<file path="src/rtl/dm_pkg.sv">
// ----------------------------------------------------------------------------
// dm_pkg
// Shared definitions for the data-memory arbiter slice:
//   - state_e   : FSM state encoding for dm_arbiter (IDLE / ISSUE / WAIT)
//   - PORT_CPU  : index of the processor-side data port (port 0)
//   - PORT_DBG  : index of the display/debug scan port (port 1)
//   - DEF_ADDR_W / DEF_DATA_W : default RAM geometry (64 x 32)
//   - STAT_W    : width of the optional statistics counters
// ----------------------------------------------------------------------------
package dm_pkg;

    typedef enum logic [1:0] {
        ST_IDLE  = 2'd0,
        ST_ISSUE = 2'd1,
        ST_WAIT  = 2'd2
    } state_e;

    localparam int PORT_CPU   = 0;
    localparam int PORT_DBG   = 1;

    localparam int DEF_ADDR_W = 6;
    localparam int DEF_DATA_W = 32;

    localparam int STAT_W     = 16;

endpackage : dm_pkg

</file>
<file path="src/rtl/dm_arbiter_rr_arb2.sv">
// ----------------------------------------------------------------------------
// rr_arb2
// Two-way round-robin winner select with its priority pointer.
// Ports:
//   clk, rst_n : clock, asynchronous active-low reset (pointer -> port 0)
//   req0, req1 : requests currently presented
//   advance    : a grant is being taken this cycle; pointer moves past winner
//   win        : combinational winner index (PORT_CPU / PORT_DBG)
// ----------------------------------------------------------------------------
module rr_arb2
    import dm_pkg::*;
(
    input  logic clk,
    input  logic rst_n,
    input  logic req0,
    input  logic req1,
    input  logic advance,
    output logic win
);

    logic ptr_q, ptr_d;

    // The pointer only matters on a tie; a lone request always wins.
    always_comb begin
        if (req0 && req1) begin
            win = ptr_q;
        end else if (req1) begin
            win = 1'(PORT_DBG);
        end else begin
            win = 1'(PORT_CPU);
        end
    end

    // After a grant, priority passes to the port that did not win.
    always_comb begin
        ptr_d = ptr_q;
        if (advance) begin
            ptr_d = ~win;
        end
    end

    always_ff @(posedge clk or negedge rst_n) begin
        if (!rst_n) begin
            ptr_q <= 1'(PORT_CPU);
        end else begin
            ptr_q <= ptr_d;
        end
    end

endmodule : rr_arb2

</file>
<file path="src/rtl/dm_arbiter.sv">
// ----------------------------------------------------------------------------
// dm_arbiter
// Round-robin arbiter/sequencer sharing one single-port synchronous-read RAM
// between the processor data port (port 0) and the debug scan port (port 1).
// Accesses are serialised: IDLE samples requests, ISSUE strobes the RAM for
// one cycle with the winner's grant, WAIT (reads only) counts RD_LAT cycles
// and captures read data; rvalid pulses in the following cycle.
//
// Parameters: ADDR_W (word address width), DATA_W (data width),
//             RD_LAT (RAM read latency, legal 1..3).
// Ports:
//   clk, rst_n               : clock, asynchronous active-low reset
//   req*/we*/addr*/wdata*    : requester side, held until gnt is seen
//   gnt*                     : one-cycle grant pulse (in the ISSUE cycle)
//   rvalid*/rdata*           : read-data valid pulse / held read data
//   mem_en/mem_we/mem_addr/mem_wdata/mem_rdata : RAM pins
//   stat_gnt0/stat_gnt1/stat_conflict : saturating 16-bit counters, present
//                              only when DM_ARB_STATS_EN is defined
// ----------------------------------------------------------------------------
module dm_arbiter
    import dm_pkg::*;
#(
    parameter int ADDR_W = DEF_ADDR_W,
    parameter int DATA_W = DEF_DATA_W,
    parameter int RD_LAT = 1
) (
    input  logic              clk,
    input  logic              rst_n,
    input  logic              req0,
    input  logic              req1,
    input  logic              we0,
    input  logic              we1,
    input  logic [ADDR_W-1:0] addr0,
    input  logic [ADDR_W-1:0] addr1,
    input  logic [DATA_W-1:0] wdata0,
    input  logic [DATA_W-1:0] wdata1,
    output logic              gnt0,
    output logic              gnt1,
    output logic              rvalid0,
    output logic              rvalid1,
    output logic [DATA_W-1:0] rdata0,
    output logic [DATA_W-1:0] rdata1,
    output logic              mem_en,
    output logic              mem_we,
    output logic [ADDR_W-1:0] mem_addr,
    output logic [DATA_W-1:0] mem_wdata,
    input  logic [DATA_W-1:0] mem_rdata
`ifdef DM_ARB_STATS_EN
    ,
    output logic [15:0]       stat_gnt0,
    output logic [15:0]       stat_gnt1,
    output logic [15:0]       stat_conflict
`endif
);

    // WAIT lasts RD_LAT cycles; the counter reaching zero marks the last one.
    localparam logic [1:0] WAIT_INIT = 2'(RD_LAT - 1);

    state_e            state_q, state_d;
    logic [1:0]        cnt_q, cnt_d;
    logic              win_q, win_d;
    logic              we_q, we_d;
    logic [ADDR_W-1:0] addr_q, addr_d;
    logic [DATA_W-1:0] wdata_q, wdata_d;
    logic [DATA_W-1:0] rdata0_q, rdata0_d;
    logic [DATA_W-1:0] rdata1_q, rdata1_d;
    logic              rvalid0_q, rvalid0_d;
    logic              rvalid1_q, rvalid1_d;

    logic              any_req;
    logic              accept;
    logic              capture;
    logic              arb_win;

    assign any_req = req0 || req1;
    assign accept  = (state_q == ST_IDLE) && any_req;
    assign capture = (state_q == ST_WAIT) && (cnt_q == 2'd0);

    rr_arb2 u_rr_arb2 (
        .clk     (clk),
        .rst_n   (rst_n),
        .req0    (req0),
        .req1    (req1),
        .advance (accept),
        .win     (arb_win)
    );

    // ---------------- state register ----------------
    always_ff @(posedge clk or negedge rst_n) begin
        if (!rst_n) begin
            state_q <= ST_IDLE;
            cnt_q   <= 2'd0;
        end else begin
            state_q <= state_d;
            cnt_q   <= cnt_d;
        end
    end

    // ---------------- next-state logic ----------------
    always_comb begin
        state_d = state_q;
        cnt_d   = cnt_q;
        case (state_q)
            ST_IDLE: begin
                if (any_req) begin
                    state_d = ST_ISSUE;
                end
            end
            ST_ISSUE: begin
                if (we_q) begin
                    state_d = ST_IDLE;
                end else begin
                    state_d = ST_WAIT;
                    cnt_d   = WAIT_INIT;
                end
            end
            ST_WAIT: begin
                if (cnt_q == 2'd0) begin
                    state_d = ST_IDLE;
                end else begin
                    cnt_d = cnt_q - 2'd1;
                end
            end
            default: begin
                state_d = ST_IDLE;
                cnt_d   = 2'd0;
            end
        endcase
    end

    // ---------------- output logic ----------------
    always_comb begin
        gnt0   = 1'b0;
        gnt1   = 1'b0;
        mem_en = 1'b0;
        mem_we = 1'b0;
        if (state_q == ST_ISSUE) begin
            mem_en = 1'b1;
            mem_we = we_q;
            gnt0   = (win_q == 1'(PORT_CPU));
            gnt1   = (win_q == 1'(PORT_DBG));
        end
    end

    // Address/data are driven straight from the request latch, so they hold
    // their last value whenever the RAM is not strobed.
    assign mem_addr  = addr_q;
    assign mem_wdata = wdata_q;
    assign rdata0    = rdata0_q;
    assign rdata1    = rdata1_q;
    assign rvalid0   = rvalid0_q;
    assign rvalid1   = rvalid1_q;

    // Request latch: loaded only when a winner is taken in IDLE.
    always_comb begin
        win_d   = win_q;
        we_d    = we_q;
        addr_d  = addr_q;
        wdata_d = wdata_q;
        if (accept) begin
            win_d = arb_win;
            if (arb_win == 1'(PORT_DBG)) begin
                we_d    = we1;
                addr_d  = addr1;
                wdata_d = wdata1;
            end else begin
                we_d    = we0;
                addr_d  = addr0;
                wdata_d = wdata0;
            end
        end
    end

    // Read return: only the winning port's data register ever moves.
    always_comb begin
        rdata0_d  = rdata0_q;
        rdata1_d  = rdata1_q;
        rvalid0_d = 1'b0;
        rvalid1_d = 1'b0;
        if (capture) begin
            if (win_q == 1'(PORT_DBG)) begin
                rdata1_d  = mem_rdata;
                rvalid1_d = 1'b1;
            end else begin
                rdata0_d  = mem_rdata;
                rvalid0_d = 1'b1;
            end
        end
    end

    always_ff @(posedge clk or negedge rst_n) begin
        if (!rst_n) begin
            win_q     <= 1'(PORT_CPU);
            we_q      <= 1'b0;
            addr_q    <= '0;
            wdata_q   <= '0;
            rdata0_q  <= '0;
            rdata1_q  <= '0;
            rvalid0_q <= 1'b0;
            rvalid1_q <= 1'b0;
        end else begin
            win_q     <= win_d;
            we_q      <= we_d;
            addr_q    <= addr_d;
            wdata_q   <= wdata_d;
            rdata0_q  <= rdata0_d;
            rdata1_q  <= rdata1_d;
            rvalid0_q <= rvalid0_d;
            rvalid1_q <= rvalid1_d;
        end
    end

`ifdef DM_ARB_STATS_EN
    function automatic logic [STAT_W-1:0] sat_inc(input logic [STAT_W-1:0] v);
        return (v == {STAT_W{1'b1}}) ? v : v + 1'b1;
    endfunction

    logic [STAT_W-1:0] stat_gnt0_q, stat_gnt0_d;
    logic [STAT_W-1:0] stat_gnt1_q, stat_gnt1_d;
    logic [STAT_W-1:0] stat_conflict_q, stat_conflict_d;

    // Counted at the IDLE decision point, where the winner is chosen.
    always_comb begin
        stat_gnt0_d     = stat_gnt0_q;
        stat_gnt1_d     = stat_gnt1_q;
        stat_conflict_d = stat_conflict_q;
        if (accept) begin
            if (arb_win == 1'(PORT_DBG)) begin
                stat_gnt1_d = sat_inc(stat_gnt1_q);
            end else begin
                stat_gnt0_d = sat_inc(stat_gnt0_q);
            end
            if (req0 && req1) begin
                stat_conflict_d = sat_inc(stat_conflict_q);
            end
        end
    end

    always_ff @(posedge clk or negedge rst_n) begin
        if (!rst_n) begin
            stat_gnt0_q     <= '0;
            stat_gnt1_q     <= '0;
            stat_conflict_q <= '0;
        end else begin
            stat_gnt0_q     <= stat_gnt0_d;
            stat_gnt1_q     <= stat_gnt1_d;
            stat_conflict_q <= stat_conflict_d;
        end
    end

    assign stat_gnt0     = stat_gnt0_q;
    assign stat_gnt1     = stat_gnt1_q;
    assign stat_conflict = stat_conflict_q;
`endif

endmodule : dm_arbiter

</file>
<file path="config.mk">
export PLATFORM = sky130hd
export DESIGN_NAME = dm_arbiter
export DESIGN_NICKNAME = d
export VERILOG_FILES = /design/src/rtl/dm_pkg.sv /design/src/rtl/dm_arbiter_rr_arb2.sv /design/src/rtl/dm_arbiter.sv
export SDC_FILE = /design/constraint.sdc
export NUM_CORES = 1
export LEC_CHECK = 0
export ABC_AREA = 1
export CORE_MARGIN = 4
export CORE_UTILIZATION = 38
export CTS_CLUSTER_DIAMETER = 50
export DETAILED_ROUTE_END_ITERATION = 12
export PLACE_DENSITY = 0.75
export REMOVE_ABC_BUFFERS = 1
export SLEW_MARGIN = 20
export SYNTH_ARGS = -nofsm -noshare
export SYNTH_HDL_FRONTEND = slang
export SYNTH_HIERARCHICAL = 1
export SYNTH_SLANG_ARGS = --single-unit
</file>
<file path="constraint.sdc">
create_clock -name clk -period 3.72 [get_ports clk]
set_input_delay 0.372 -clock clk [delete_from_list [all_inputs] [get_ports clk]]
set_output_delay 0.372 -clock clk [all_outputs]
set_load 0.05 [all_outputs]
</file>
# [Word-level counts from Yosys, hierarchy flattened]
# Index checks and enable logic that the tools add are counted.
[op_classes] reduce_logical=10 add_sub_neg=1 mux=20 n_bitwise=3 n_eq_ne=6
[ops] cell="two-way mux 32 bit" count=1
[ops] cell="one-hot mux 2 bit (3 select lines)" count=2
[ops] cell="two-way mux 1 bit" count=11
[ops] cell="two-way mux 2 bit" count=5
[ops] cell="two-way mux 6 bit" count=1
[ops] cell="!= test 2 bit, second input constant" count=3
[ops] cell="AND reduction 2 bit" count=3
[ops] cell="zero test 2 bit" count=2
[ops] cell="logical AND 1 bit" count=3
[ops] cell="inverter 1 bit" count=3
[ops] cell="AND reduction 3 bit" count=1
[ops] cell="== test 2 x 1 -> 1 bit, second input constant" count=1
[ops] cell="== test 2 bit, second input constant" count=1
[ops] cell="!= test 2 x 1 -> 1 bit, second input constant" count=1
[ops] cell="subtractor 2 x 1 -> 2 bit, second input constant" count=1
[ops] cell="logical OR 1 bit" count=1
[word_totals] regBits=111 output_inout_bits=108 inputBits=114

# [Longest topological paths before layout]
[logic_depth] depth_word=3 mapped_depth=10 mapped_depth_nobuf=9

# [Hierarchy]
# The synthesis kept the hierarchy.
[modules_own_cells] mod="dm_arbiter" n_inst=1 area_each_um2=4770.8 cells_per_inst=601
[modules_own_cells] mod="rr_arb2" n_inst=1 area_each_um2=53.8 cells_per_inst=8

# [Worst setup path after synthesis]
# OpenSTA, ideal clock, no wires.
[synth_timing] path_kind="reg-to-output" from="register state_q[1]" to="output port gnt0" arrival_time_ns=1.278 path_slack_ns=2.070 stages_incl_launch_ff=4 path_cell_list="dfrtp_1 -> inv_2 -> nand2_1 -> nor2_1"
[synth_via] elab_chain_cells=2
[synth_rtl] element="start, declared" line_no="dm_arbiter.sv:59" text="state_e state_q, state_d;"
[synth_rtl] element="start signal, assigned" line_no="dm_arbiter.sv:94" text="state_q <= state_d;"
[synth_rtl] element="== test 2 x 1 -> 1 bit" line_no="dm_arbiter.sv:137" text="if (state_q == ST_ISSUE) begin"
[synth_rtl] element="two-way mux 1 bit" line_no="dm_arbiter.sv:137"
[synth_rtl] element="end, declared" line_no="dm_arbiter.sv:37" text="output logic gnt0,"
# Every way passes these cells.

# [Final worst setup path]
[layout_timing] from="register state_q[1]" to="output port mem_we"
[layout_via] elab_chain_cells=2
[layout_rtl] element="== test 2 x 1 -> 1 bit" line_no="dm_arbiter.sv:137"
[layout_rtl] element="two-way mux 1 bit" line_no="dm_arbiter.sv:137"
[layout_rtl] element="end, declared" line_no="dm_arbiter.sv:44" text="output logic mem_we,"
# Every way passes these cells.

==> metrics.md <==
| Metric | Value |
|---|---|
| Final GP Congestion | `between 0.8 and 0.9` |
| Final core utilization | `60.24%` |
| Fin. max-slew vios | `0` |
| Critical path type | `flop to output port` |
| Worst-Margin Slew | `822.8 ps` |
| Sequential share of the synthesized area | `a little under three fifths` |
| Synthesized area per cell | `about 7.9 µm²` |
| Cell family with most CP delay | `buffers and inverters` |
| Slowest stage delay, CP | `between 800 and 900 ps` |
| Leading area contributor after synthesis | `dfrtp_1` |
| Synth Cell Area | `4825 µm²` |
| Total global-route track usage | `19.17%` |
| Placed inst area | `roughly 7100 µm²` |
| Vias | `4645` |
| WHS | `116.4 ps` |
| Power per standard cell area | `1018 nW/µm²` |
| Critical Path Source Type | `flop` |
| Fin crit period | `2327 ps` |
| Crit path required time | `around 3400 ps` |
| LEAKAGE | `3.714 nW` |
| CTS resizes | `0` |
| CTS H-tree depth | `3` |
| FF-to-FF Start | `state_q[1]` |
| R2R Setup Slk | `1720 ps` |
| # setup viols final | `0` |
| Area growth, synth to finish | `52.46%` |
| Layout cell share with drive strength beyond 1 | `between 4 and 5%` |
| Rows | `40` |
| Critical Path AT | `1960 ps` |
| Initial antenna violation count | `0` |
| Status | `finished, final reports clean` |
| Global-route wire length before repair | `22480 µm` |
| Commonest non-fill, non-tap cell in the layout | `nand2_1` |
| Total CTS buffers | `9` |
| Drt via density | `4.692` |
| Clk pin slew, worst setup/hold paths | `~70 ps` |
| Final period util | `62.56%` |
| Post-Syn Instances | `approximately 610` |
| TritonCTS clock tree | `built` |
| Crit. End Element | `output port` |
| Die area | `14560 µm²` |
| Post-synth top area share | `57.57%` |
| Core Area | `12210 µm²` |
| CP bufs+invs | `2` |
| Vias in the first global route | `4620` |
| Hold Path Class | `input port to asynchronous set/reset pin` |
| Drt pass-1 iters | `4` |
| Initial drt markers | `400` |
| FF-to-FF path depth | `6` |
| Max VDD drop | `0.0004355 V` |
| Clk sinks | `111` |
| Final Hold Vio Count | `0` |
| Final setup skew | `between 4 and 5 ps` |
| Nets@finish | `932` |
| Io pins | `222` |
| Diodes inserted | `0` |
| Relative slew margins | `45.14%` |
| Starting Density | `39.51%` |
| Most frequent cells in the layout | `nand2_1 (438), clkdlybuf4s50_1 (220), dfrtp_1 (111)` |
| Clk buf depth | `2` |
| Hold buffer count at CTS | `0` |
| Final ANT Viol Nets | `0` |
| Critical-path top delay cell | `clkdlybuf4s50_1` |
| RSZ-0062 raised after global routing | `false` |
| Port-buffer cells | `221` |
| Flops & latches, synth | `111` |
| Warnings, synthesis | `6` |
| DR DRC count | `0` |
| Setup_tns | `0 ps` |
| Main area contributors after synthesis | `dfrtp_1 (58%), nand2_1 (34%), buf_6 (2.8%), buf_2 (1.0%), nor2_4 (0.70%)` |
| Largest net degree at the start of global routing | `65` |
| FF-to-FF End | `u_rr_arb2/ptr_q` |
| Die Height | `120.7 µm` |
| WL per Instance | `14.11 µm` |
| Grt ovf | `0` |
| DRT Wirelength | `13970 µm` |
| Post-CTS Setup Inserts | `0` |
| Post-route cell area | `7356 µm²` |
| Crit-path cells | `inv_2 -> nand2_1 -> nor2_1 -> clkdlybuf4s50_1` |
| Crit-path max FO | `5` |
| Chip width | `120.7 µm` |
| Skew-Pair Late Insertion Delay | `330 ps` |
| Dpl hpwl | `10260 µm` |
| CTS root buf | `clkbuf_16` |
| Netlist cell types | `18` |
| Maxcap violations | `0` |
| Fmax | `429.7 MHz` |
-- stage by stage --
stage | cells | worst slack, ps | power, mW
after global routing | 990 | 1294 | 7.914
after floorplan | 581 | 1587 | 4.945
after detailed placement | 974 | 1459 | 6.613
final | 990 | 1393 | 7.486
after CTS | 990 | 1369 | 7.546
after global placement | 974 | 1317 | 6.554
-- layer usage --
| layer | part of all wire (%) | GRT usage [%] | vias to the layer above |
|---|---|---|---|
| met5 | 0 | 0 | - |
| met4 | 1.0 | 4.674 | 0 |
| met3 | 12 | 8.138 | 12 |
| met2 | 46 | 31.09 | 222 |
| met1 | 41 | 23.74 | 2172 |
| li1 | - | - | 2239 |
-- worst max path at each step --
stage | start | end | slack (ps) | depth (start not counted)
after CTS | state_q[1] | gnt1 | 1370 | 4
after detailed placement | req1 | u_rr_arb2/ptr_q | 1460 | 6
after floorplan | req1 | u_rr_arb2/ptr_q | 1590 | 4
after global routing | state_q[1] | gnt1 | 1290 | 4
final | state_q[1] | mem_we | 1390 | 4
after global placement | req0 | mem_wdata[6] | 1320 | 9
-- final cells by class --
type / count / area [µm²]
Inverter: 12 / 45.04
Sequential cell: 111 / 2778
Clock inverter: 6 / 42.54
Tap cell: 168 / 210.2
Multi-Input combinational cell: 458 / 1802
Fill cell: 1106 / 4856
Timing Repair Buffer: 225 / 2240
Clock buffer: 10 / 239.0
-- logic make-up after synthesis --
logic type	Yosys count	share of synthesized area, %
buffers and inverters	40	5.239
AND/OR/NAND/NOR	453	36.36
adder cells (fa/ha/maj)	1	0.2593
AO/OA/AOI/OAI	4	0.5706
flip-flops	111	57.57
-- cell usage after synthesis --
master / number
buf_2: 10
buf_6: 12
clkbuf_1: 6
dfrtp_1: 111
ha_1: 1
inv_1: 8
inv_2: 4
nand2_1: 438
nand3_1: 2
nand3_2: 2
nand3_4: 1
nor2_1: 6
nor2_4: 3
o21ai_0: 1
o21ai_2: 1
o21bai_1: 1
o22ai_1: 1
or2_0: 1
-- registers in the layout, summed over array words and instances (netlist names), 2 cells and up --
register   flops
state_q        2
cnt_q          2
mem_addr       6
rdata1        32
mem_wdata     32
rdata0        32
-- where the power goes --
part           total, mW  switching (mW)  internal [mW]  leakage [nW]
registers           2.13           0.348           1.79          1.37
clock network      0.912           0.436          0.476         0.135
logic               4.44            3.06           1.38          2.21
total               7.49            3.84           3.64          3.71
(Power assumes the default switching activity.)
